--- config.mk ---
export PLATFORM = sky130hd
export DESIGN_NAME = forwarding_scoreboard
export DESIGN_NICKNAME = d
export VERILOG_FILES = /design/src/rtl/forwarding_scoreboard.sv
export SDC_FILE = /design/constraint.sdc
export NUM_CORES = 1
export LEC_CHECK = 0
export CORE_UTILIZATION = 40
export CTS_CLUSTER_SIZE = 25
export DETAILED_ROUTE_END_ITERATION = 16
export GPL_TIMING_DRIVEN = 0
export SYNTH_ARGS = -nofsm -noshare
export SYNTH_HDL_FRONTEND = slang
export SYNTH_SLANG_ARGS = --single-unit
--- constraint.sdc ---
create_clock -name clk -period 1.83 [get_ports clk]
set_clock_uncertainty 0.1 [all_clocks]
set_input_delay 0.366 -clock clk [delete_from_list [all_inputs] [get_ports clk]]
set_output_delay 0.366 -clock clk [all_outputs]
set_load 0.01 [all_outputs]
--- src/rtl/forwarding_scoreboard.sv ---
// EX-stage forward-select generation and load-use stall control for FWD_STAGES tracked post-EX stages.
// Build option FWD_WB_BYPASS_EN: track one extra stage for register files without write-through.
module forwarding_scoreboard #(
   parameter  int REG_ADDR_W = 5,
   parameter  int NUM_SRC    = 2,
   parameter  int FWD_STAGES = 2,
   parameter  int LOAD_LAT   = 1,
   localparam int SEL_W      = $clog2(FWD_STAGES + 2)
) (
   input  logic                          clk,
   input  logic                          rst,
   input  logic                          id_valid,
   input  logic [NUM_SRC*REG_ADDR_W-1:0] id_rs,
   input  logic [NUM_SRC-1:0]            id_rs_used,
   input  logic [REG_ADDR_W-1:0]         id_rd,
   input  logic                          id_reg_write,
   input  logic                          id_mem_read,
   input  logic                          flush,
   output logic [NUM_SRC*SEL_W-1:0]      fwd_sel,
   output logic                          stall
);
`ifdef FWD_WB_BYPASS_EN
   localparam int NUM_ENT = FWD_STAGES + 1;
`else
   localparam int NUM_ENT = FWD_STAGES;
`endif
   localparam int CNT_W  = 3;
   // Loads still this close to EX have not produced data yet and must keep stalling dependents.
   localparam int LD_WIN = (LOAD_LAT - 1 < NUM_ENT) ? LOAD_LAT - 1 : NUM_ENT;

   typedef struct packed {
      logic                  valid;
      logic [REG_ADDR_W-1:0] rd;
      logic                  reg_write;
      logic                  mem_read;
   } entry_t;

   entry_t                        sb [NUM_ENT+1];
   logic [NUM_SRC*REG_ADDR_W-1:0] ex_rs;
   logic [NUM_SRC-1:0]            ex_rs_used;
   logic [CNT_W-1:0]              stall_cnt;
   logic                          detect;
   logic                          capture;

   always_comb begin
      detect = 1'b0;
      for (int k = 0; k <= LD_WIN; k++) begin
         if (sb[k].valid && sb[k].mem_read && sb[k].rd != '0) begin
            for (int i = 0; i < NUM_SRC; i++) begin
               if (id_rs_used[i] && id_rs[i*REG_ADDR_W +: REG_ADDR_W] == sb[k].rd)
                  detect = 1'b1;
            end
         end
      end
      detect = detect && id_valid;
   end

   assign stall   = !flush && (detect || stall_cnt != '0);
   assign capture = id_valid && !stall && !flush;

   // Scan oldest to youngest so the youngest matching producer overrides.
   always_comb begin
      fwd_sel = '0;
      for (int i = 0; i < NUM_SRC; i++) begin
         for (int k = NUM_ENT; k >= 1; k--) begin
            if (ex_rs_used[i] && ex_rs[i*REG_ADDR_W +: REG_ADDR_W] != '0 &&
                sb[k].valid && sb[k].reg_write &&
                sb[k].rd == ex_rs[i*REG_ADDR_W +: REG_ADDR_W])
               fwd_sel[i*SEL_W +: SEL_W] = SEL_W'(k);
         end
      end
   end

   always_ff @(posedge clk) begin
      if (rst) begin
         for (int k = 0; k <= NUM_ENT; k++) sb[k] <= '0;
         ex_rs      <= '0;
         ex_rs_used <= '0;
         stall_cnt  <= '0;
      end else begin
         for (int k = 1; k <= NUM_ENT; k++) sb[k] <= sb[k-1];
         if (capture) begin
            sb[0]      <= '{valid: 1'b1, rd: id_rd, reg_write: id_reg_write, mem_read: id_mem_read};
            ex_rs      <= id_rs;
            ex_rs_used <= id_rs_used;
         end else begin
            sb[0]      <= '0;
            ex_rs_used <= '0;
         end
         if (flush)
            stall_cnt <= '0;
         else if (stall_cnt != '0)
            stall_cnt <= stall_cnt - CNT_W'(1);
         else if (detect)
            stall_cnt <= CNT_W'(LOAD_LAT - 1);
      end
   end
endmodule
==> key figures <==
Critical path
  – CP max-delay cell: sky130_fd_sc_hd__edfxtp_1
  – Crit-path max cell delay: 530 ps
  – Highest net fanout along the worst path: 4
  – WP data required: 1360 ps
  – Critical setup path kind: flip-flop to output port
  – Worst r2r src: sb[0][3]
  – Crit-path cells: xnor2_2, nand4_2, o22ai_4, a21boi_2, nor2_1, buf_2
  – Critical Path Source Type: flip-flop
  – Arrival time of data at the critical path endpoint: 1700 ps
  – Category of the worst setup path capture point: output port
  – Worst setup startpoint: sb[0][2]

Die
  – Core footprint: 4500 µm²
  – Y dimension of the die: 71.6 µm
  – Initial core utilization: 0.431
  – Site row count: 24
  – Ports: 28
  – Die Outline Area: 5130 µm²
  – Width of the die: 71.6 µm

Detailed routing
  – Final wirelength: 4230 µm
  – Initial drt markers: 56
  – Total via count in the routed design: 1420
  – Post-detailed-route DRC marker count: 0
  – Average wire per cell in the routed design: 14.2 µm
  – DR vias/cell: 4.78
  – Detail Route Antenna Nets: 0
  – Total iterations of the first detailed-routing run: 4

Place
  – Global placer's final weighted congestion: 0.754
  – Setup WS pre-CTS: -972 ps
  – Buffers added on ports: 26
  – Detail Placement HPWL: 3040 µm

STA
  – Final hold violations: 0
  – Final worst slack: -336 ps
  – Minimum clock period after layout: 2170 ps
  – Setup repair after global routing missed its margin: true
  – Highest Clock Rate: 462 MHz
  – Final setup fails: 25
  – Final-report max-slew violation count: 0
  – Final period utilization: 1.18

Clock network
  – Root buf cell: sky130_fd_sc_hd__clkbuf_8
  – Maximum clock insertion buffer count: 2
  – Htree depth: 2
  – TritonCTS clock tree: yes
  – CTS buffer count: 5
  – Clock-pin slew on the worst setup and hold paths: 80 ps
  – Worst skew pair latency: 290 ps
  – CTS Sinks: 37
  – Post-CTS Hold Fix Bufs: 0

Global routing
  – Busiest layer in global routing: met2
  – Number of antenna violations at the first check in global routing: 0
  – Vias in the first global route: 1491
  – Met1 Track Usage GR: 0.213
  – Total track usage: 0.180
  – M2 GR Usage: 0.327
  – M3 GR Usage: 0.0394
  – Remaining Overflow, GRT: 0
  – Wire length of the first global-routing pass: 7020 µm
  – Maximum number of pins on one net before global-route repair: 13

Synth
  – Cell accounting for the most synthesized area: sky130_fd_sc_hd__edfxtp_1
  – Area contributors post-synth: sky130_fd_sc_hd__edfxtp_1 (34%), sky130_fd_sc_hd__dfxtp_1 (15%), sky130_fd_sc_hd__xnor2_1 (9.0%), sky130_fd_sc_hd__nand2b_1 (6.5%), sky130_fd_sc_hd__mux2i_1 (6.2%)
  – Total number of yosys warnings: 0
  – Post-Synthesis Cell Area: 1940 µm²
  – Sequential share of the synthesized area: 0.495
  – Most numerous cell in the Yosys netlist: sky130_fd_sc_hd__edfxtp_1
  – Synthesized flop and latch total: 37
  – Synth top area share: 0.341
  – Post-synth EDFFs: 22
  – Leading register cell type out of synthesis: sky130_fd_sc_hd__edfxtp_1
  – Most numerous cell types in the synthesized netlist: sky130_fd_sc_hd__edfxtp_1 (22), sky130_fd_sc_hd__nand2b_1 (20), sky130_fd_sc_hd__xnor2_1 (20), sky130_fd_sc_hd__dfxtp_1 (15), sky130_fd_sc_hd__nor2b_1 (14)
  – Mean area per synthesized cell: 11.3 µm²
  – Number of unique standard cell types used by synthesis: 31
  – Cell count after synthesis: 172
  – Share of synthesized flip-flops with an asynchronous set or reset: 0

Power and ir drop
  – Leakage dissipation: 0.00111 µW
  – Final total power: 2000 µW
  – Power Dens Cells: 718 nW/µm²
  – Worst vdd rail ir drop: 0.000436 V

Final layout
  – Area growth from synthesis to layout: 43.4%
  – Antenna diodes: 0
  – Filler cells: 372
  – Area taken by multi-input logic gates: 1200 µm²
  – Fraction of final layout cells with drive strength greater than 1: 0.294
  – Final net count: 269
  – Sequential Area: 978 µm²

Worst hold path
  – Path type of the worst min-delay path: primary input to flip-flop
  – Worst min-delay path startpoint: id_rs[5]

Status
  – Status: finished, violations left
  – Violated checks: negative setup slack

Job
  – Max-capacitance violation count: 0
critical path, delay by kind of cell, from the launching register on:
| family | cells | cell delay, ps |
|---|---|---|
| simple gates | 2 | 250 |
| buf+inv | 1 | 140 |
| compound gates | 2 | 290 |
| flops | 1 | 530 |
| xor+xnor | 1 | 200 |
per-layer routing:
layer  vias to the layer above  wire, µm
met5                         -         0
met4                         0        72
met3                         7       133
met2                        26      2200
met1                       677      1820
li1                        710         -
registers in the layout, summed over array words and instances (netlist names):
| signal | flops |
|---|---|
| ex_rs_used | 2 |
| stall_cnt | 3 |
| sb | 22 |
| ex_rs | 10 |
cell usage in the layout (no fill, tap or decap), types with 6 or more instances in the layout:
cell,count
sky130_fd_sc_hd__buf_4,14
sky130_fd_sc_hd__xnor2_2,7
sky130_fd_sc_hd__edfxtp_1,22
sky130_fd_sc_hd__nor2b_1,14
sky130_fd_sc_hd__clkdlybuf4s50_1,13
sky130_fd_sc_hd__conb_1,22
sky130_fd_sc_hd__nand2b_1,20
sky130_fd_sc_hd__dlygate4sd2_1,7
sky130_fd_sc_hd__clkbuf_8,6
sky130_fd_sc_hd__xnor2_1,13
sky130_fd_sc_hd__xor2_1,10
sky130_fd_sc_hd__mux2i_1,12
sky130_fd_sc_hd__nand2_1,6
sky130_fd_sc_hd__dfxtp_1,9
final cells by class:
cell class | instances | area share
multi-input cells | 148 | 0.432
plain buffers | 5 | 0.00945
clock buffers | 6 | 0.0297
flip-flops and latches | 37 | 0.352
clock inverters | 2 | 0.0135
inverters | 3 | 0.00405
well taps | 52 | 0.0234
repair buffers | 44 | 0.136
power breakdown:
part           switching, µW  internal [µW]
sequential              45.7            922
combinational            122            158
clock                    304            443
total                    472           1520
stage by stage:
stage | std cells | utilization | TNS (ps) | hold slack (ps) | instance area, µm²
after floorplan | 193 | - | 0 | 341 | 2040
after global placement | 271 | 0.525 | -9830 | 352 | 2370
after detailed placement | 271 | 0.525 | -10280 | 381 | 2370
after CTS | 290 | 0.587 | -2470 | 391 | 2650
after global routing | 297 | 0.617 | -7740 | 359 | 2780
final | 297 | 0.617 | -5690 | 342 | 2780
final timing paths:
path,end,slack [ps],depth (start not counted)
worst max-delay path,stall,-340,6
worst min register to register,stall_cnt[1],390,2
worst max register to register,sb[0][6],-270,9
worst min-delay path,ex_rs[5],340,3
cells by family after synthesis:
family / Yosys count / share of synthesized area
AOI/OAI and AO/OA: 9 / 0.0477
xor gates and xnor gates: 30 / 0.135
adders and majority gates: 2 / 0.0129
buffers and inverters: 8 / 0.0174
DFF: 37 / 0.495
muxes: 12 / 0.0619
other: 1 / 0.00193
and+or+nand+nor: 73 / 0.227
timing repair:
action,4_1_cts,5_1_grt
pin swaps,17,14
cloned,1,0
gates resized for setup,61,15
endpoints found under the setup margin,26,25
buffers inserted,10,7
(Power assumes the default switching activity.)
